### src/rtl/vlw_pkg.sv
// Shared definitions for the vector load writeback block.
// Holds the lane geometry, the lane vector type, the FSM state enum and a
// helper that recognises the read-only PC alias destination.
package vlw_pkg;

    localparam int LANES  = 16;
    localparam int DATA_W = 32;
    localparam int LANE_W = 4;

    // Register index 15 aliases the PC and cannot take a scalar write.
    localparam logic [3:0] PC_ALIAS_IDX = 4'd15;

    typedef logic [LANES-1:0][DATA_W-1:0] lane_vec_t;

    typedef enum logic [1:0] {
        IDLE  = 2'd0,
        ISSUE = 2'd1,
        WAIT  = 2'd2,
        WRITE = 2'd3
    } vlw_state_e;

    function automatic logic is_pc_alias_write(input logic vec, input logic [3:0] dst);
        return (!vec && (dst == PC_ALIAS_IDX));
    endfunction

endpackage

### src/rtl/vlw_lane_buffer.sv
// Capture registers for one vector: LANES x DATA_W words.
// Ports:
//   clk      - clock
//   rst      - synchronous active-low reset
//   clr      - synchronous clear of all lanes
//   lane_idx - lane written when cap_en is high
//   cap_en   - capture enable
//   cap_data - word captured into lane lane_idx
//   buf_q    - parallel view of all lanes
module vlw_lane_buffer
    import vlw_pkg::*;
(
    input  logic              clk,
    input  logic              rst,
    input  logic              clr,
    input  logic [LANE_W-1:0] lane_idx,
    input  logic              cap_en,
    input  logic [DATA_W-1:0] cap_data,
    output lane_vec_t         buf_q
);

    lane_vec_t buf_r;

    // Lane storage: clear on reset or new command, otherwise capture one lane.
    always_ff @(posedge clk) begin
        if (!rst) begin
            buf_r <= '0;
        end else if (clr) begin
            buf_r <= '0;
        end else if (cap_en) begin
            buf_r[lane_idx] <= cap_data;
        end else begin
            buf_r <= buf_r;
        end
    end

    assign buf_q = buf_r;

endmodule

### src/rtl/vector_load_writeback.sv
// Sequences a scalar or vector load (one 32-bit read per lane) and presents
// the gathered result to the register file write port as a one-cycle write.
// Optional feature: define VLW_STRIDE_EN to add the req_stride port; the
// stride is then latched per command instead of using parameter STRIDE.
// Ports:
//   clk, rst                    - clock, synchronous active-low reset
//   req_valid/req_ready         - command handshake (ready only in IDLE)
//   req_addr, req_dst, req_vec  - base address, dest index, vector/scalar
//   req_stride                  - per-command stride (VLW_STRIDE_EN only)
//   mem_req/mem_addr/mem_gnt    - read request channel
//   mem_rvalid/mem_rdata        - read response channel
//   we3, ra3, wd3, selec_v_s_w  - register file write port
//   done, err                   - completion pulse, PC-alias rejection pulse
module vector_load_writeback
    import vlw_pkg::*;
#(
    parameter int ADDR_W = 32,
    parameter int STRIDE = 4
) (
    input  logic              clk,
    input  logic              rst,
    input  logic              req_valid,
    output logic              req_ready,
    input  logic [ADDR_W-1:0] req_addr,
    input  logic [3:0]        req_dst,
    input  logic              req_vec,
`ifdef VLW_STRIDE_EN
    input  logic [ADDR_W-1:0] req_stride,
`endif
    output logic              mem_req,
    output logic [ADDR_W-1:0] mem_addr,
    input  logic              mem_gnt,
    input  logic              mem_rvalid,
    input  logic [DATA_W-1:0] mem_rdata,
    output logic              we3,
    output logic [3:0]        ra3,
    output lane_vec_t         wd3,
    output logic              selec_v_s_w,
    output logic              done,
    output logic              err
);

    vlw_state_e        state_r;
    vlw_state_e        state_nxt_s;

    logic [LANE_W-1:0] lane_r;
    logic [ADDR_W-1:0] cur_addr_r;
    logic [3:0]        dst_r;
    logic              vec_r;
    logic [ADDR_W-1:0] stride_s;

    logic              accept_s;
    logic              capture_s;
    logic              last_lane_s;
    logic              reject_s;
    logic              commit_s;

    logic              req_ready_nxt_s;
    logic              mem_req_nxt_s;
    logic              we3_nxt_s;
    logic              done_nxt_s;
    logic              err_nxt_s;

    logic              req_ready_r;
    logic              mem_req_r;
    logic              we3_r;
    logic              done_r;
    logic              err_r;
    logic [3:0]        ra3_r;
    lane_vec_t         wd3_r;
    logic              selec_r;

    lane_vec_t         buf_q_s;
    lane_vec_t         wd3_nxt_s;

`ifdef VLW_STRIDE_EN
    logic [ADDR_W-1:0] stride_r;

    // Per-command stride latched at accept; zero gives a broadcast load.
    always_ff @(posedge clk) begin
        if (!rst) begin
            stride_r <= '0;
        end else if (accept_s) begin
            stride_r <= req_stride;
        end else begin
            stride_r <= stride_r;
        end
    end

    assign stride_s = stride_r;
`else
    assign stride_s = ADDR_W'(STRIDE);
`endif

    assign accept_s    = (state_r == IDLE) && req_valid;
    assign capture_s   = (state_r == WAIT) && mem_rvalid;
    assign last_lane_s = vec_r ? (lane_r == LANE_W'(LANES - 1)) : (lane_r == '0);
    assign reject_s    = is_pc_alias_write(vec_r, dst_r);
    assign commit_s    = capture_s && last_lane_s;

    // State register.
    always_ff @(posedge clk) begin
        if (!rst) begin
            state_r <= IDLE;
        end else begin
            state_r <= state_nxt_s;
        end
    end

    // Next-state logic; stray gnt/rvalid in the wrong state are ignored.
    always_comb begin
        state_nxt_s = state_r;
        case (state_r)
            IDLE: begin
                if (req_valid) begin
                    state_nxt_s = ISSUE;
                end else begin
                    state_nxt_s = IDLE;
                end
            end
            ISSUE: begin
                if (mem_gnt) begin
                    state_nxt_s = WAIT;
                end else begin
                    state_nxt_s = ISSUE;
                end
            end
            WAIT: begin
                if (mem_rvalid) begin
                    state_nxt_s = last_lane_s ? WRITE : ISSUE;
                end else begin
                    state_nxt_s = WAIT;
                end
            end
            WRITE: begin
                state_nxt_s = IDLE;
            end
            default: begin
                state_nxt_s = IDLE;
            end
        endcase
    end

    // Output decode from the next state so the handshake outputs leave flops.
    always_comb begin
        req_ready_nxt_s = 1'b0;
        mem_req_nxt_s   = 1'b0;
        we3_nxt_s       = 1'b0;
        done_nxt_s      = 1'b0;
        err_nxt_s       = 1'b0;
        case (state_nxt_s)
            IDLE: begin
                req_ready_nxt_s = 1'b1;
            end
            ISSUE: begin
                mem_req_nxt_s = 1'b1;
            end
            WAIT: begin
                mem_req_nxt_s = 1'b0;
            end
            WRITE: begin
                done_nxt_s = 1'b1;
                we3_nxt_s  = !reject_s;
                err_nxt_s  = reject_s;
            end
            default: begin
                req_ready_nxt_s = 1'b0;
            end
        endcase
    end

    // Final write data: buffered lanes with the lane arriving this cycle merged in.
    always_comb begin
        wd3_nxt_s         = buf_q_s;
        wd3_nxt_s[lane_r] = mem_rdata;
    end

    // Command context, lane counter and address walk.
    always_ff @(posedge clk) begin
        if (!rst) begin
            lane_r     <= '0;
            cur_addr_r <= '0;
            dst_r      <= 4'd0;
            vec_r      <= 1'b0;
        end else if (accept_s) begin
            lane_r     <= '0;
            cur_addr_r <= req_addr;
            dst_r      <= req_dst;
            vec_r      <= req_vec;
        end else if (capture_s && !last_lane_s) begin
            lane_r     <= lane_r + LANE_W'(1);
            cur_addr_r <= cur_addr_r + stride_s;
        end else begin
            lane_r     <= lane_r;
            cur_addr_r <= cur_addr_r;
        end
    end

    // Registered port outputs; write payload only changes on a real write.
    always_ff @(posedge clk) begin
        if (!rst) begin
            req_ready_r <= 1'b1;
            mem_req_r   <= 1'b0;
            we3_r       <= 1'b0;
            done_r      <= 1'b0;
            err_r       <= 1'b0;
            ra3_r       <= 4'd0;
            wd3_r       <= '0;
            selec_r     <= 1'b0;
        end else begin
            req_ready_r <= req_ready_nxt_s;
            mem_req_r   <= mem_req_nxt_s;
            we3_r       <= we3_nxt_s;
            done_r      <= done_nxt_s;
            err_r       <= err_nxt_s;
            if (commit_s && !reject_s) begin
                ra3_r   <= dst_r;
                wd3_r   <= wd3_nxt_s;
                selec_r <= vec_r;
            end else begin
                ra3_r   <= ra3_r;
                wd3_r   <= wd3_r;
                selec_r <= selec_r;
            end
        end
    end

    vlw_lane_buffer u_lane_buffer (
        .clk      (clk),
        .rst      (rst),
        .clr      (accept_s),
        .lane_idx (lane_r),
        .cap_en   (capture_s),
        .cap_data (mem_rdata),
        .buf_q    (buf_q_s)
    );

    assign req_ready   = req_ready_r;
    assign mem_req     = mem_req_r;
    assign mem_addr    = cur_addr_r;
    assign we3         = we3_r;
    assign done        = done_r;
    assign err         = err_r;
    assign ra3         = ra3_r;
    assign wd3         = wd3_r;
    assign selec_v_s_w = selec_r;

endmodule

### config.mk
export PLATFORM = sky130hd
export DESIGN_NAME = vector_load_writeback
export DESIGN_NICKNAME = d
export VERILOG_FILES = /design/src/rtl/vlw_pkg.sv /design/src/rtl/vlw_lane_buffer.sv /design/src/rtl/vector_load_writeback.sv
export SDC_FILE = /design/constraint.sdc
export NUM_CORES = 2
export LEC_CHECK = 0
export ABC_AREA = 1
export ABC_CLOCK_PERIOD_IN_PS = 4000
export CAP_MARGIN = 40
export CORE_ASPECT_RATIO = 1.4
export CORE_MARGIN = 1
export CORE_UTILIZATION = 36
export DETAILED_ROUTE_END_ITERATION = 8
export HOLD_SLACK_MARGIN = 0.08
export SYNTH_ARGS = -nofsm -noshare
export SYNTH_HDL_FRONTEND = slang
export SYNTH_SLANG_ARGS = --single-unit
### constraint.sdc
create_clock -name clk -period 4 [get_ports clk]
set_input_delay 0.4 -clock clk [delete_from_list [all_inputs] [get_ports clk]]
set_output_delay 0.4 -clock clk [all_outputs]
set_load 0.1 [all_outputs]
Word-level counts from Yosys, hierarchy flattened
Cells that the tools add are included.

Bits in registers: 1077. Input port bits: 74. Output and inout port bits: 554. Word-level logic and storage cells: 86.

Add/sub/neg operators: 2. $lt $le $gt $ge: 2. Equality and inequality tests: 7. Mux-type cells: 14. Bitwise operators: 1. Reduce and logical (&&, ||, !) cells: 16.

Operators with widths (count): $bwmux W512 (1); $demux W32 S4 (1); $mux W32 (3); $add A32 B3 Y32 const B (1); $eq A4 B4 Y1 const B (2); $pmux W2 S4 (1); $logic_and A1 B1 Y1 (7); $eq A2 B2 Y1 const B (3); $mux W2 (3); $lt A4 B5 Y1 const B (1); $mux W1 (5); $add A4 B1 Y4 const B (1); $eq A2 B1 Y1 const B (2); $ge A4 B1 Y1 const B (1); $logic_not A2 Y1 (2); $logic_not A4 Y1 (1); $logic_not A1 Y1 (3); $reduce_and A2 Y1 (1); $reduce_bool A2 Y1 (1); $reduce_or A2 Y1 (1); $not A1 Y1 (1).

Depth between registers and ports, before layout
Word-level depth: 7. Mapped depth: 12.

By module
A second synthesis with hierarchy kept.

Cell total of the unflattened synthesis: 6442. Area, all modules: 44689.1 um2.

By module, submodules not included: vector_load_writeback (times used 1, cells each 3552, area each 25182.9 um2, seq. area each 11310.8 um2); vlw_lane_buffer (times used 1, cells each 2890, area each 19506.2 um2, seq. area each 10249.8 um2).

Worst setup path after synthesis
No wires, ideal clock.

Kind: flip-flop to flip-flop. From: register cur_addr_r[2] (netlist: mem_addr[2]). To: register cur_addr_r[26] (netlist: mem_addr[26]). Setup time: 132 ps. Data arrival time: 2390 ps. Data required time: 3868 ps. Setup slack: 1478 ps. Stages on the path, launching flop included: 11. Clock period less this slack: 2522 ps. Path through: dfxtp_1 > ha_1 > nand2_1 > nor2_1 > nand2_1 > nor2_1 > nand2_1 > nand2_1 > nand3_1 > nand2_1 > a21oi_1.

Word-level cells in the longest chain between the ends: 3.

RTL lines: start: declaration (line vector_load_writeback.sv:47) `logic [ADDR_W-1:0] cur_addr_r;`; start signal: assignment (line vector_load_writeback.sv:187) `cur_addr_r <= req_addr;`; start signal: assignment (line vector_load_writeback.sv:192) `cur_addr_r <= cur_addr_r + stride_s;`; start signal: assignment (line vector_load_writeback.sv:195) `cur_addr_r <= cur_addr_r;`; $add A32 B3 Y32 (line vector_load_writeback.sv:192); $mux W32 (line vector_load_writeback.sv:190) `end else if (capture_s && !last_lane_s) begin`; $mux W32 (line vector_load_writeback.sv:185) `end else if (accept_s) begin`.

No other way between the ends. The select of a mux whose other input is x is not followed. A chain may end at the register's enable or synchronous reset.

Final worst setup path
From: register lane_r[2]. To: register wd3_r, in the netlist wd3[161].

Word-level cells in the longest chain between the ends: 5. Elaborated cells on any way between the ends: 11. Classes of those cells: 2 x order compare; 1 x eq/ne; 4 x mux; 4 x reduce/logical.

RTL lines: start: declaration (line vector_load_writeback.sv:46) `logic [LANE_W-1:0] lane_r;`; start signal: assignment (line vector_load_writeback.sv:191) `lane_r <= lane_r + LANE_W'(1);`; start signal: assignment (line vector_load_writeback.sv:194) `lane_r <= lane_r;`; $lt A4 B5 Y1 (not written as such) or $ge A4 B1 Y1 (tied branches) (line vector_load_writeback.sv:175) `wd3_nxt_s[lane_r] = mem_rdata;`; $logic_and A1 B1 Y1 (not written as such) (line vector_load_writeback.sv:175); $mux W32 (not written as such) (line vector_load_writeback.sv:175); $demux W32 S4; $bwmux W512 (line vector_load_writeback.sv:175); end signal: assignment (line vector_load_writeback.sv:218) `wd3_r <= wd3_nxt_s;`; end signal: assignment (line vector_load_writeback.sv:222) `wd3_r <= wd3_r;`; end: declaration (line vector_load_writeback.sv:70) `lane_vec_t wd3_r;`.

Parallel ways exist; a longest one is shown, timed or not.

==> results_dict.tcl <==
set metrics [dict create \
    yosysWarnings 0 \
    p_sw_mw 7.23 \
    grt_pass1_vias 41000 \
    ir_worst_vdd_uv 358 \
    setup_tns_ns 0 \
    gr-usage-all-layers_pct 25.4 \
    skew_ns 0.0304 \
    yosysTopAreaCellShare_pct 47.9 \
    ys_seq_area_share_pct 47.9 \
    finalMaxSlewViolations 0 \
    pre_cts_slack_ns 1.11 \
    power_frac_clock_pct 41.9 \
    synth.distinct_cells 37 \
    worst_slack_ns 1.12 \
    hold_path_depth 3 \
    post-cts-setup-buffers 0 \
    ctsHoldBuffers 0 \
    drive_above_1_share_pct 12.7 \
    cts_resized 0 \
    fmax_ghz 0.347 \
    r2r_cells 6 \
    cts.sink_count 1077 \
    start_util_pct 36.2 \
    area_growth_pct 46.2 \
    dieArea_um2 127000 \
    cts.clk_slew.worst_paths_ns 0.07 \
    gp_congestion 0.815 \
    tightest_slew_ns 0.982 \
    finalSetupViolCount 0 \
    io_pins 628 \
    worstPathRequired_ns 4.57 \
    p_seq_share_pct 43.6 \
    yosys.area_share.simple_pct 9.74 \
    grt_pass1_wl_mm 248 \
    fin_cells 8667 \
    internal-power_mw 18.5 \
    p_leak_nw 26.9 \
    relSlewSlack_pct 34.6 \
    finalHoldViolCount 0 \
    rows 153 \
    end_kind "register" \
    firstDrtPassIters 8 \
    nNetsFinal 7024 \
    wl_per_cell_um 19.2 \
    cap_violations 0 \
    synth_xor_area_share_pct 0.0972 \
    status "finished, violations left" \
    worstSetupStartpointType "register" \
    synth_area_leaders "dfxtp_1, o21ai_0, a21oi_1" \
    grt_max_degree 206 \
    core-area_um2 124000 \
    postSynthAreaPerCell_um2 7.45 \
    h-tree-depth 3 \
    critical_path_arrival_ns 3.45 \
    insertion_delay_ns 0.71 \
    synth_edf_count 0 \
    numCtsBuffers 105 \
    syn-cell-area_um2 45000 \
    via_per_inst 5.07 \
    fp.dieH_um 420 \
    root_buffer "clkbuf_16" \
    wirelength_mm 166 \
    hp-class "input port to register" \
    p_per_area_nw_per_um2 390 \
    fin_crit_sh_pct 72.1 \
    placed_cells 8464 \
    ys_ff_latch 1077 \
    dp_hpwl_mm 110 \
    power.share.combinational_pct 14.5 \
    yosys.area.top_type "dfxtp_1" \
    synth_top_family_by_area "compound AO/OA/AOI/OAI gates" \
    antenna_found_initial 18 \
    vias 44000 \
    final_util_pct 53.0 \
    rsz0062_at_grt "no" \
    synth_compound_area_share_pct 30.2 \
    ant_nets 0 \
    synth_ff_type "dfxtp_1" \
    cts_buffer_depth 3 \
    gr-total-overflow 0 \
    p_sw_share_pct 28.2 \
    netlist_top_cells_count "o21ai_0, dfxtp_1, inv_1, a21oi_1, nand2_1" \
    cp_max_fo 42 \
    synthCells 6045 \
    yosysMostFrequentCell "o21ai_0" \
    fin_crit_ns 2.88 \
    io_buffers 627 \
    cts_tree "done" \
    synthMuxAreaShare_pct 0.0222 \
    drc 162 \
    whs_ns 0.138 \
    synth_fp_nets 6124 \
    synth_adder_area_share_pct 0.139 \
    die_w_um 301 \
    violations "design-rule violations" \
    crit_type "register to register" \
    synthArstFlopShare_pct 0 \
    drtIter0Drc 3849 \
]
==> placed cells by master (no fill, tap or decap), drive strengths merged, types with 2 or more instances in the layout <==
master / Yosys / routed
nor3: 6 / 6
inv: 875 / 876
o211ai: 3 / 3
clkdlybuf4s50: 0 / 626
a21oi: 756 / 756
clkbuf: 304 / 144
o211a: 3 / 3
a211oi: 2 / 2
bufinv: 0 / 14
clkinv: 2 / 30
buf: 188 / 659
ha: 5 / 5
or2: 97 / 97
xor2: 3 / 3
dfxtp: 1077 / 1077
nand2: 661 / 661
nor2: 252 / 252
clkinvlp: 0 / 9
o21bai: 2 / 2
nand3: 46 / 46
nand3b: 2 / 2
o21a: 384 / 384
nand4: 2 / 2
xnor2: 2 / 2
diode: 0 / 6
o21ai: 1369 / 1369
==> logic make-up after synthesis <==
logic type               after synthesis
AO/OA/AOI/OAI                       2520
buffers and inverters               1369
flip-flops                          1077
AND/OR/NAND/NOR                     1068
XOR/XNOR                               5
adder cells (fa/ha/maj)                5
multiplexers                           1
==> metal layers <==
layer,vias up,GRT usage [%],wire length (µm)
met4,2,12.5,7770
met5,-,0,13
met2,1541,42.8,80100
met3,333,2.86,9420
met1,20600,32.0,68700
li1,21500,-,-
==> flip-flops by register name, indices dropped and copies added (netlist names), 2 cells and up <==
signal / count
dst_r: 4
lane_r: 4
mem_addr: 32
ra3: 4
state_r: 2
u_lane_buffer.buf_q: 512
wd3: 512
==> critical path: stages, from the launching register on <==
cell and delay (ns):
dfxtp_1 0.66, nand3_2 0.78, buf_4 0.51, nand2_1 0.08, o21ai_0 0.10, o21ai_0 0.46, a21oi_1 0.12
==> layout make-up <==
| class | count | area [µm²] |
|---|---|---|
| fill | 10900 | 58400 |
| multi-input combinational | 3599 | 18200 |
| clock inverter | 52 | 699 |
| antenna | 6 | 15.0 |
| clock buffer | 144 | 3030 |
| inverter | 877 | 3300 |
| tap | 1627 | 2040 |
| sequential | 1077 | 21600 |
| timing repair buffer | 1285 | 17000 |
==> worst paths after layout <==
kind / end / slack, ns / startpoint
worst max-delay path: wd3[161] / 1.12 / lane_r[2]
worst min-delay path: wd3[265] / 0.14 / rst
worst max register to register: wd3[161] / 1.12 / lane_r[2]
worst min register to register: wd3[152] / 0.44 / wd3[152]
==> power groups by stage <==
stage               sequential, mW  combinational (mW)  clock (mW)
floorplan                     12.6               0.944           0
global placement              11.4                3.02           0
detailed placement            11.4                3.73           0
CTS                           11.2                3.74        10.9
global route                  11.2                3.90        11.4
finish                        11.2                3.73        10.8
==> per-stage QoR <==
| step | power (mW) | area, µm² |
|---|---|---|
| floorplan | 13.5 | 45000 |
| global placement | 14.5 | 52200 |
| detailed placement | 15.2 | 62100 |
| CTS | 25.9 | 65800 |
| global route | 26.5 | 65800 |
| finish | 25.7 | 65900 |
(Power assumes the default switching activity.)
